<file path="config.mk">
export PLATFORM = sky130hd
export DESIGN_NAME = ef_psram_arb
export DESIGN_NICKNAME = d
export VERILOG_FILES = /design/src/rtl/ef_psram_arb.sv
export SDC_FILE = /design/constraint.sdc
export NUM_CORES = 1
export LEC_CHECK = 0
export CAP_MARGIN = 0
export CORE_UTILIZATION = 40
export CTS_BUF_LIST = sky130_fd_sc_hd__clkbuf_8
export DETAILED_ROUTE_END_ITERATION = 10
export GPL_TIMING_DRIVEN = 0
export PLACE_DENSITY = 0.82
export SLEW_MARGIN = 20
export SYNTH_ARGS = -nofsm -noshare
export SYNTH_HDL_FRONTEND = slang
export SYNTH_SLANG_ARGS = --single-unit
</file>
<file path="constraint.sdc">
create_clock -name clk -period 2.13 [get_ports clk]
set_input_delay 0.3195 -clock clk [delete_from_list [all_inputs] [get_ports clk]]
set_output_delay 0.3195 -clock clk [all_outputs]
set_load 0.03 [all_outputs]
</file>
<file path="src/rtl/ef_psram_arb.sv">
// ef_psram_arb
// Two-requester round-robin arbiter in front of a QSPI PSRAM controller.
// After reset it optionally walks the device through a three-command SPI
// power-up sequence (0x66 reset-enable, 0x99 reset, 0x35 enter-QPI). From
// then on it grants one requester at a time and turns each request into a
// single controller transaction.
//
// Ports
//   clk, rst_n            clock, asynchronous active-low reset
//   rN_req/addr/wdata/    request from requester N (N = 0, 1)
//   rN_size/rN_we
//   rN_ack/rN_err         one-cycle completion pulse, err for illegal size
//   rN_rdata              read data, updated only when a read completes
//   c_start               one-cycle start pulse to the controller
//   c_addr ... c_wait_states  controller command fields (held per transaction)
//   c_done, c_rdata       controller completion and read data
//   init_done             device is in QPI mode
//   busy                  FSM is anywhere but ARB
//   dbg_state             current FSM state encoding
//
// Handshake: a requester raises rN_req with its fields stable and keeps them
// until it sees rN_ack high for one cycle; it may raise a new request after
// that. Requests seen before init_done simply wait. The controller sees
// c_start for exactly one cycle and answers with c_done, which may stay high
// for up to two further cycles; only the first high sample counts.

module ef_psram_arb #(
  parameter logic [3:0] RD_WAIT = 4'd6,
  parameter bit         INIT_EN = 1'b1
) (
  input  logic        clk,
  input  logic        rst_n,
  input  logic        r0_req,
  input  logic [23:0] r0_addr,
  input  logic [31:0] r0_wdata,
  input  logic [2:0]  r0_size,
  input  logic        r0_we,
  output logic        r0_ack,
  output logic        r0_err,
  output logic [31:0] r0_rdata,
  input  logic        r1_req,
  input  logic [23:0] r1_addr,
  input  logic [31:0] r1_wdata,
  input  logic [2:0]  r1_size,
  input  logic        r1_we,
  output logic        r1_ack,
  output logic        r1_err,
  output logic [31:0] r1_rdata,
  output logic        c_start,
  output logic [23:0] c_addr,
  output logic [31:0] c_wdata,
  output logic [2:0]  c_size,
  output logic [7:0]  c_cmd,
  output logic        c_rd_wr,
  output logic        c_qspi,
  output logic        c_qpi,
  output logic        c_short_cmd,
  output logic [3:0]  c_wait_states,
  input  logic        c_done,
  input  logic [31:0] c_rdata,
  output logic        init_done,
  output logic        busy,
  output logic [2:0]  dbg_state
);

  typedef enum logic [2:0] {
    S_INIT_ISSUE = 3'd0,
    S_INIT_WAIT  = 3'd1,
    S_INIT_GAP   = 3'd2,
    S_ARB        = 3'd3,
    S_ISSUE      = 3'd4,
    S_WAIT       = 3'd5,
    S_GAP        = 3'd6,
    S_ERR        = 3'd7
  } state_e;

  localparam logic [7:0] CMD_READ  = 8'hEB;
  localparam logic [7:0] CMD_WRITE = 8'h38;

  state_e      state_q;
  logic [1:0]  init_idx_q;   // which power-up command is in flight
  logic        gap_q;        // 0 = first gap cycle, 1 = second
  logic        rr_last_q;    // requester granted most recently
  logic        gnt_q;        // requester owning the transaction in flight

  logic        c_start_q;
  logic [23:0] c_addr_q;
  logic [31:0] c_wdata_q;
  logic [2:0]  c_size_q;
  logic [7:0]  c_cmd_q;
  logic        c_rd_wr_q;
  logic        c_qspi_q;
  logic        c_qpi_q;
  logic        c_short_cmd_q;
  logic [3:0]  c_wait_states_q;
  logic        r0_ack_q, r0_err_q;
  logic        r1_ack_q, r1_err_q;
  logic [31:0] r0_rdata_q, r1_rdata_q;
  logic        init_done_q;

  // Winner of the arbitration round, valid whenever gnt_any_d is high.
  logic        gnt_any_d;
  logic        gnt_sel_d;
  logic [23:0] sel_addr_d;
  logic [31:0] sel_wdata_d;
  logic [2:0]  sel_size_d;
  logic        sel_we_d;
  logic        sel_size_ok_d;
  logic [7:0]  init_cmd_d;

  always_comb begin
    gnt_any_d = r0_req | r1_req;
    // With both requesting, the one not served last wins; rr_last_q resets
    // to 1 so requester 0 is favoured first.
    if (r0_req && r1_req) begin
      gnt_sel_d = ~rr_last_q;
    end else begin
      gnt_sel_d = r1_req;
    end
    sel_addr_d    = gnt_sel_d ? r1_addr  : r0_addr;
    sel_wdata_d   = gnt_sel_d ? r1_wdata : r0_wdata;
    sel_size_d    = gnt_sel_d ? r1_size  : r0_size;
    sel_we_d      = gnt_sel_d ? r1_we    : r0_we;
    sel_size_ok_d = (sel_size_d == 3'd1) || (sel_size_d == 3'd2) ||
                    (sel_size_d == 3'd4);
    case (init_idx_q)
      2'd0:    init_cmd_d = 8'h66;
      2'd1:    init_cmd_d = 8'h99;
      default: init_cmd_d = 8'h35;
    endcase
  end

  always_ff @(posedge clk or negedge rst_n) begin
    if (!rst_n) begin
      state_q         <= S_INIT_ISSUE;
      init_idx_q      <= 2'd0;
      gap_q           <= 1'b0;
      rr_last_q       <= 1'b1;
      gnt_q           <= 1'b0;
      c_start_q       <= 1'b0;
      c_addr_q        <= '0;
      c_wdata_q       <= '0;
      c_size_q        <= '0;
      c_cmd_q         <= '0;
      c_rd_wr_q       <= 1'b0;
      c_qspi_q        <= 1'b0;
      c_qpi_q         <= 1'b0;
      c_short_cmd_q   <= 1'b0;
      c_wait_states_q <= '0;
      r0_ack_q        <= 1'b0;
      r0_err_q        <= 1'b0;
      r1_ack_q        <= 1'b0;
      r1_err_q        <= 1'b0;
      r0_rdata_q      <= '0;
      r1_rdata_q      <= '0;
      init_done_q     <= 1'b0;
    end else begin
      // Pulse outputs fall back to zero unless a state raises them.
      c_start_q <= 1'b0;
      r0_ack_q  <= 1'b0;
      r0_err_q  <= 1'b0;
      r1_ack_q  <= 1'b0;
      r1_err_q  <= 1'b0;

      case (state_q)
        S_INIT_ISSUE: begin
          if (INIT_EN) begin
            c_cmd_q         <= init_cmd_d;
            c_addr_q        <= '0;
            c_wdata_q       <= '0;
            c_size_q        <= '0;
            c_rd_wr_q       <= 1'b0;
            c_qspi_q        <= 1'b0;
            c_qpi_q         <= 1'b0;
            c_short_cmd_q   <= 1'b1;
            c_wait_states_q <= '0;
            c_start_q       <= 1'b1;
            state_q         <= S_INIT_WAIT;
          end else begin
            init_done_q <= 1'b1;
            c_qpi_q     <= 1'b1;
            state_q     <= S_ARB;
          end
        end

        S_INIT_WAIT: begin
          // c_start is still high in the first cycle here; a done seen then
          // cannot belong to this command.
          if (c_done && !c_start_q) begin
            gap_q   <= 1'b0;
            state_q <= S_INIT_GAP;
          end
        end

        S_INIT_GAP: begin
          if (!gap_q) begin
            gap_q <= 1'b1;
          end else if (init_idx_q == 2'd2) begin
            init_done_q   <= 1'b1;
            c_qpi_q       <= 1'b1;
            c_short_cmd_q <= 1'b0;
            state_q       <= S_ARB;
          end else begin
            init_idx_q <= init_idx_q + 2'd1;
            state_q    <= S_INIT_ISSUE;
          end
        end

        S_ARB: begin
          if (gnt_any_d) begin
            rr_last_q <= gnt_sel_d;
            gnt_q     <= gnt_sel_d;
            if (sel_size_ok_d) begin
              c_addr_q        <= sel_addr_d;
              c_wdata_q       <= sel_wdata_d;
              c_size_q        <= sel_size_d;
              c_cmd_q         <= sel_we_d ? CMD_WRITE : CMD_READ;
              c_rd_wr_q       <= ~sel_we_d;
              c_wait_states_q <= sel_we_d ? 4'd0 : RD_WAIT;
              c_short_cmd_q   <= 1'b0;
              c_qspi_q        <= 1'b0;
              c_start_q       <= 1'b1;
              state_q         <= S_ISSUE;
            end else begin
              // Illegal size: answer immediately, the controller never sees it.
              if (gnt_sel_d) begin
                r1_ack_q <= 1'b1;
                r1_err_q <= 1'b1;
              end else begin
                r0_ack_q <= 1'b1;
                r0_err_q <= 1'b1;
              end
              state_q <= S_ERR;
            end
          end
        end

        S_ISSUE: begin
          state_q <= S_WAIT;
        end

        S_WAIT: begin
          if (c_done) begin
            if (gnt_q) begin
              r1_ack_q <= 1'b1;
              if (c_rd_wr_q) r1_rdata_q <= c_rdata;
            end else begin
              r0_ack_q <= 1'b1;
              if (c_rd_wr_q) r0_rdata_q <= c_rdata;
            end
            gap_q   <= 1'b0;
            state_q <= S_GAP;
          end
        end

        // Two dead cycles absorb a lingering c_done before the next grant.
        S_GAP: begin
          if (!gap_q) begin
            gap_q <= 1'b1;
          end else begin
            state_q <= S_ARB;
          end
        end

        S_ERR: begin
          state_q <= S_ARB;
        end

        default: begin
          state_q <= S_INIT_ISSUE;
        end
      endcase
    end
  end

  assign r0_ack        = r0_ack_q;
  assign r0_err        = r0_err_q;
  assign r0_rdata      = r0_rdata_q;
  assign r1_ack        = r1_ack_q;
  assign r1_err        = r1_err_q;
  assign r1_rdata      = r1_rdata_q;
  assign c_start       = c_start_q;
  assign c_addr        = c_addr_q;
  assign c_wdata       = c_wdata_q;
  assign c_size        = c_size_q;
  assign c_cmd         = c_cmd_q;
  assign c_rd_wr       = c_rd_wr_q;
  assign c_qspi        = c_qspi_q;
  assign c_qpi         = c_qpi_q;
  assign c_short_cmd   = c_short_cmd_q;
  assign c_wait_states = c_wait_states_q;
  assign init_done     = init_done_q;
  assign busy          = (state_q != S_ARB);
  assign dbg_state     = state_q;

endmodule

</file>
=== Word-level counts from Yosys, hierarchy flattened ===
Index checks and enable logic that the tools add are counted.

* Bits in registers: 153
* Latch bits: 0
* RAM bits: 0
* Memory bits (read-only): 0
* Input port bits: 157
* Output and inout bits: 149
* Memories kept: 0

* $add $sub $neg: 1
* $mul: 0
* Div/mod/pow operators: 0
* Magnitude comparators: 0
* Eq/ne operators: 20
* Shift operators: 0
* Mux-type cells: 63
* Bitwise operators: 5
* Reduce and logical (&&, ||, !) cells: 22

{| class="wikitable"
|+ Operators with widths
! kind !! count
|-
| $mux W32 || 3
|-
| $mux W24 || 3
|-
| $pmux W32 S2 || 1
|-
| $pmux W24 S2 || 1
|-
| $pmux W8 S2 || 2
|-
| $mux W3 || 9
|-
| $mux W1 || 26
|-
| $mux W8 || 3
|-
| $pmux W3 S8 || 1
|-
| $eq A3 B3 Y1 const B || 5
|-
| $reduce_and A3 Y1 || 5
|-
| $ne A2 B2 Y1 const B || 7
|-
| $pmux W1 S2 || 6
|-
| $reduce_and A5 Y1 || 2
|-
| $eq A3 B2 Y1 const B || 3
|-
| $mux W4 || 2
|-
| $pmux W4 S2 || 1
|-
| $reduce_and A4 Y1 || 2
|-
| $eq A3 B1 Y1 const B || 2
|-
| $pmux W1 S3 || 2
|-
| $pmux W3 S2 || 1
|-
| $reduce_bool A3 Y1 || 2
|-
| $mux W2 || 2
|-
| $not A1 Y1 || 4
|-
| 13 further kinds || 16
|}

=== Depth between registers and ports, before layout ===
Gate-level depths: netlist of the first run.

* Depth after elaboration: 9
* Gate-level depth with buffers: 9

=== Worst setup path before layout of the first run ===
OpenSTA, ideal clock, no wires.

* Kind: register to register
* From: register state_q[2], in the netlist dbg_state[2]
* To: register r0_rdata_q[18], in the netlist r0_rdata[18]
* Library setup time: 0.125 ns
* Arrival: 1.790 ns
* Required time: 2.005 ns
* Setup slack: 0.216 ns
* Cell stages (with the launch flop): 8
* Path through: dfrtp_1 > buf_2 > nand4b_1 > nor2_1 > and2_1 > clkbuf_1 > buf_2 > mux2_2

* Word-level cells in the longest chain between the ends: 2

{| class="wikitable"
|+ RTL lines
! what !! RTL line !! source
|-
| from (decl) || 80 || <nowiki>state_e state_q;</nowiki>
|-
| from (signal assigned) || 135 || <nowiki>state_q <= S_INIT_ISSUE;</nowiki>
|-
| from (signal assigned) || 178 || <nowiki>state_q <= S_INIT_WAIT;</nowiki>
|-
| from (signal assigned) || 182 || <nowiki>state_q <= S_ARB;</nowiki>
|-
| $eq A3 B3 Y1 || 165 || <nowiki>case (state_q)</nowiki>
|-
| $reduce_and A4 Y1 (no line) || -- ||
|-
| to (signal assigned) || 249 || <nowiki>if (c_rd_wr_q) r0_rdata_q <= c_rdata;</nowiki>
|-
| to (decl) || 98 || <nowiki>logic [31:0] r0_rdata_q, r1_rdata_q;</nowiki>
|}

No other way between the ends.
A chain may end at the register's enable or synchronous reset.

=== Worst setup path in the final report of the first run ===
* From: register state_q[2], in the netlist dbg_state[2]
* To: output busy

* Word-level cells in the longest chain between the ends: 1

{| class="wikitable"
|+ RTL lines
! what !! RTL line !! source
|-
| $ne A3 B2 Y1 || 293 || <nowiki>assign busy = (state_q != S_ARB);</nowiki>
|-
| to (decl) || 62 || <nowiki>output logic busy,</nowiki>
|}

No other way between the ends.

==> results.cfg, run 1 <==
[outcome]
outcome = complete, no violations

[global_routing]
grt_pass1_vias = 5857
grt_pass1_wl_mm = 31.2
overflow = 0
grt_antenna_before_repair = 0
track_usage_pct = 22.7
grt_max_degree = 99

[placed_design]
dp_slack_ps = -253
globalplace.congestion = 0.796
dpl.cell_count = 1108
dp_hpwl_mm = 15.4
port_buffers = 302

[routing]
drcViolationCount = 0
ant_nets = 0
drt_iter0_markers = 200
drtPass1Iterations = 4
wl_met2_mm = 10.0
via_per_inst = 4.90
routedLengthMet1_mm = 7.99
wl_met3_mm = 1.61
vias = 5591
drt-total-wl_mm = 20.0
wl_per_cell_um = 17.5
routed.top_layer = met4

[logic_synthesis]
ys_warn_count = 0
synth_most_common_cell = dfrtp_1
ys_types = 50
async_reset_ff_share_pct = 100
yosys-top-cells-area = dfrtp_1 (52%), mux2_2 (17%), mux2i_1 (8.9%), nand2_1 (6.8%), mux2_1 (2.4%)
synth_cells = 583
synth_common_cells = dfrtp_1 (146), nand2_1 (126), mux2_2 (106)
synth_top_area_share_pct = 52.4
synth_area_um2 = 6980
ys.flop_type = dfrtp_1
synth-seq-cells = 147
synth-edff-count = 0
synth-seq-area-share_pct = 52.7
synth_top_area_cell = dfrtp_1
postSynthAreaPerCell_um2 = 12.0

[power]
p_per_area_nw_per_um2 = 1180
power_w = 0.0127
peakVddDrop_mv = 0.529
leakage_nw = 5.06

[floorplan]
start_util_pct = 41.5
core_area_um2 = 16800
die_x_um = 134
dieArea_um2 = 18000
die_y_um = 134
std_cell_rows = 47
ioPinCount = 306

[final_layout]
syn2layout_area_growth_pct = 53.5
layoutNonFillerInstCount = 1140
diodes = 0
fill_cells = 1371
finalCoreUtilization_pct = 63.7
drive_gt1_share_pct = 20.0
final_nets = 1069

[critical_path]
reg2reg_to = c_addr[4]
crit_family = buffers and inverters
crit_end = busy
cp_cell_sequence = clkbuf_4 -> and3b_1 -> buf_4 -> inv_4 -> buf_2
crit_arrival_ps = 1710
reg2reg_depth = 7
worst-r2r-setup-slack_ps = 170
path_buf_inv = 4
crit_cells = 5
crit_path_top_delay_cell = dfrtp_1
endpoint_kind = output port
critPathKind = flip-flop to output port
crit_start = dbg_state[2]
cp.required_ps = 1810
r2r_start = rr_last_q
cp-start-kind = flip-flop
cp_max_fo = 9
critPathMaxStageDelay_ps = 390

[clock_tree]
cts_buffers = 17
htree_levels = 4
ctsLongestPathBuffers = 2
cts_tree = built
path_clk_slew_ps = 90
clock-root-buffer = clkbuf_8
post-cts-setup-buffer-count = 0
clk_latency_ps = 450
clock-sinks = 147

[flow_run]
maxCapViolations = 0

[sta]
maxSlewViolCount = 0
skew_ps = 17.6
period_minus_slack_ps = 2030
max_freq_mhz = 494
rsz0062_at_grt = false
finalCritPeriodShare_pct = 95.1
worstMarginPinSlew_ps = 503
setup_viol = 0
tns_ps = 0
hold_viol = 0
slew-limit-headroom_pct = 66.4
setup_ws_ps = 105

[hold_path]
hold_path.class = input pin to asynchronous set/reset pin
==> layout make-up <==
class | count | area [µm²] | share of cell area (%)
flip-flops and latches | 147 | 3680 | 34.3
repair buffers | 304 | 3060 | 28.6
multi-input cells | 382 | 2980 | 27.8
plain buffers | 43 | 292 | 2.72
well taps | 220 | 275 | 2.57
clock buffers | 17 | 234 | 2.18
clock inverters | 15 | 146 | 1.37
inverters | 12 | 47.5 | 0.444
==> worst min path at each step <==
| stage | startpoint | endpoint | depth (start not counted) |
|---|---|---|---|
| 2_1_floorplan | rst_n | c_addr[0] | 0 |
| 3_3_place_gp | init_done | init_done | 1 |
| 3_5_place_dp | rst_n | c_addr[16] | 1 |
| 4_1_cts | rst_n | c_addr[16] | 2 |
| 5_1_grt | rst_n | c_addr[16] | 2 |
| 6_report | rst_n | c_addr[16] | 2 |
==> per-layer routing <==
| metal | track usage, % | vias to the layer above |
|---|---|---|
| li1 | - | 2624 |
| met1 | 26.0 | 2678 |
| met2 | 40.4 | 260 |
| met3 | 7.11 | 29 |
| met4 | 6.99 | 0 |
| met5 | 0 | - |
==> power by group <==
part / switching, W / leakage [nW] / internal [W]
sequential: 0.000478 / 1.98 / 0.00365
combinational: 0.00365 / 2.89 / 0.00277
clock: 0.00118 / 0.182 / 0.000953
total: 0.00532 / 5.06 / 0.00737
==> state kept, by name (all words and copies together) (netlist names), 2 cells and up <==
name        count
init_idx_q      2
c_addr         24
r0_rdata       32
r1_rdata       32
c_size          3
c_cmd           7
dbg_state       3
c_wdata        32
==> metrics by stage <==
step | cell area [µm²] | hold slack [ps]
after floorplan | 6990 | 23.9
after global placement | 10300 | 441
after detailed placement | 10300 | 256
after CTS | 10700 | 358
after global routing | 10700 | 389
final | 10700 | 350
==> placed cells by master (no fill, tap or decap), types with 11 or more instances in the layout <==
cell type,instances
mux2i_1,62
mux2_1,15
clkbuf_8,17
mux2_2,106
inv_1,11
nand2_1,126
clkdlybuf4s50_1,300
dfrtp_1,146
buf_2,11
==> cell families (layout without fill, tap and decap cells) <==
family,count (synthesis),after routing,share of synthesized area [%]
compound gates,34,34,3.66
xor+xnor,3,3,0.377
fa+ha+maj,5,5,0.897
buf+inv,56,391,4.70
flops,147,147,52.7
mux,183,183,28.4
other cells,1,3,0.0537
simple gates,154,154,9.16
==> repair_timing <==
action	CTS	global route
gates resized for setup	5	12
endpoints found under the hold margin	48	0
endpoints found under the setup margin	1	68
hold buffers	1	0
Note: power is estimated with default switching activity, not from simulation.
==> inputs of run 2 (changes only) <==
- GPL_ROUTABILITY_DRIVEN: not set -> 0
==> results of run 2 <==
Same layout as run 1: the final DEF is identical, and so are final timing and power.
==> inputs of run 3 (changes only) <==
- CELL_PAD_IN_SITES_DETAIL_PLACEMENT: not set -> 1
- CELL_PAD_IN_SITES_GLOBAL_PLACEMENT: not set -> 2
- CORE_UTILIZATION: 40 -> 27
- PLACE_DENSITY: 0.82 -> 0.89
==> run 3 against run 2 <==
  * Via count up 1.3%
  * Clock skew up 4.1 ps
  * Combinational power up 1%
  * Maximum frequency decreased by 1.2%
  * Sequential power about the same
  * Power increased by 0.89%
  * Hold slack better by 56 ps
  * Routed wire length increased by 15%
  * Critical endpoint is now c_cmd[4]
  * Highest routed layer unchanged
==> results.cfg, run 3 (same netlist as run 1, synthesis figures left out) <==
[power]
peakVddDrop_mv = 0.414
sw_frac_of_total_pct = 42.7
p_comb_share_pct = 50.8
leakage_nw = 5.06
p_per_area_nw_per_um2 = 1180
pwr-share-clk_pct = 16.9
p_switching_w = 0.00547
p_int_w = 0.00733
seq_power_share_pct = 32.3
power_w = 0.0128

[floorplan]
die_x_um = 163
dieArea_um2 = 26500
std_cell_rows = 58
core_area_um2 = 25300
start_util_pct = 27.6
ioPinCount = 306
die_y_um = 163

[sta]
maxSlewViolCount = 0
rsz0062_at_grt = false
max_freq_mhz = 488
finalCritPeriodShare_pct = 96.3
skew_ps = 21.7
hold_viol = 0
tns_ps = 0
period_minus_slack_ps = 2050
setup_viol = 0
slew-limit-headroom_pct = 59.8
worstMarginPinSlew_ps = 603

[clock_tree]
ctsLongestPathBuffers = 2
path_clk_slew_ps = 100
htree_levels = 4
clk_latency_ps = 450
cts_buffers = 17
cts_tree = built
post-cts-setup-buffer-count = 0
clock-root-buffer = clkbuf_8
clock-sinks = 147

[final_layout]
syn2layout_area_growth_pct = 55.6
final_cell_mix = clkdlybuf4s50_1 (300), dfrtp_1 (145), nand2_1 (126)
final_nets = 1069
drive_gt1_share_pct = 20.3
fill_cells = 2786
final_common_cell = clkdlybuf4s50_1
ff_latch_area_um2 = 3680
fin_area_um2 = 10900
finalCoreUtilization_pct = 43.0
diodes = 0
multi_input_area_um2 = 2980

[critical_path]
critPathKind = flip-flop to flip-flop
crit_arrival_ps = 2380
cp.required_ps = 2460
cp-start-kind = flip-flop
endpoint_kind = flip-flop
cp_max_fo = 10

[global_routing]
grt_antenna_before_repair = 0
overflow = 0
grt_pass1_vias = 6118
grt_max_degree = 76
grt_pass1_wl_mm = 35.1
track_usage_pct = 17.6

[outcome]
outcome = complete, no violations

[placed_design]
placed_area_um2 = 10500
dp_hpwl_mm = 17.6
port_buffers = 302

[routing]
drt_iter0_markers = 166
ant_nets = 0
drcViolationCount = 0
vias = 5665
drt-total-wl_mm = 23.0
via_per_inst = 4.53
drtPass1Iterations = 4
wl_per_cell_um = 18.4

[flow_run]
maxCapViolations = 0

[hold_path]
hold_path.class = input pin to asynchronous set/reset pin
==> run 3: stage by stage <==
step | std cells | worst slack (ps) | hold slack, ps
floorplan | 585 | 216 | 23.9
global placement | 1217 | -5560 | 444
detailed placement | 1218 | -447 | 336
CTS | 1250 | 3.34 | 411
global route | 1250 | 8.37 | 427
finish | 1250 | 78.9 | 406
==> run 3: critical path: stages, from the launching register on <==
cell and delay, ps:
dfstp_2 560, a21bo_1 120, buf_6 140, buf_6 170, mux2i_2 390, a22oi_1 250
a32o_1 300
==> run 3: final cells by class <==
| cell class | instances | area share (%) |
|---|---|---|
| sequential | 147 | 33.9 |
| clock buffer | 19 | 2.41 |
| inverter | 12 | 0.438 |
| clock inverter | 13 | 1.06 |
| tap | 330 | 3.80 |
| buffer | 43 | 2.69 |
| timing repair buffer | 304 | 28.2 |
| multi-input combinational | 382 | 27.5 |
==> run 3: path summary, 6_finish.rpt <==
path,slack (ps),endpoint,cells after the start,startpoint
max in group asynchronous,880,c_wait_states[1],3,rst_n
max,80,c_cmd[4],6,rr_last_q
min in group clk,470,init_done,1,init_done
min reg2reg,470,init_done,1,init_done
max reg2reg,80,c_cmd[4],6,rr_last_q
min,410,c_addr[15],2,rst_n
==> run 3: power groups by stage <==
| stage | registers [W] | logic [W] | clock network [W] |
|---|---|---|---|
| 6_report | 0.00413 | 0.00650 | 0.00217 |
| 2_1_floorplan | 0.00573 | 0.00212 | 0 |
| 4_1_cts | 0.00415 | 0.00659 | 0.00227 |
| 3_3_place_gp | 0.00415 | 0.00651 | 0 |
| 3_5_place_dp | 0.00420 | 0.00658 | 0 |
| 5_1_grt | 0.00424 | 0.00696 | 0.00237 |
==> run 3: per-layer routing <==
layer	track usage, %	wire length (µm)
met5	0	0
met4	5.61	375
met3	6.11	2130
met2	30.2	11100
met1	20.3	9390
==> run 3: repair_timing <==
item                                   CTS  global route
setup endpoints to repair               49            79
endpoints found under the hold margin   74             0
hold buffers                             1             0
resized for setup                       11             8
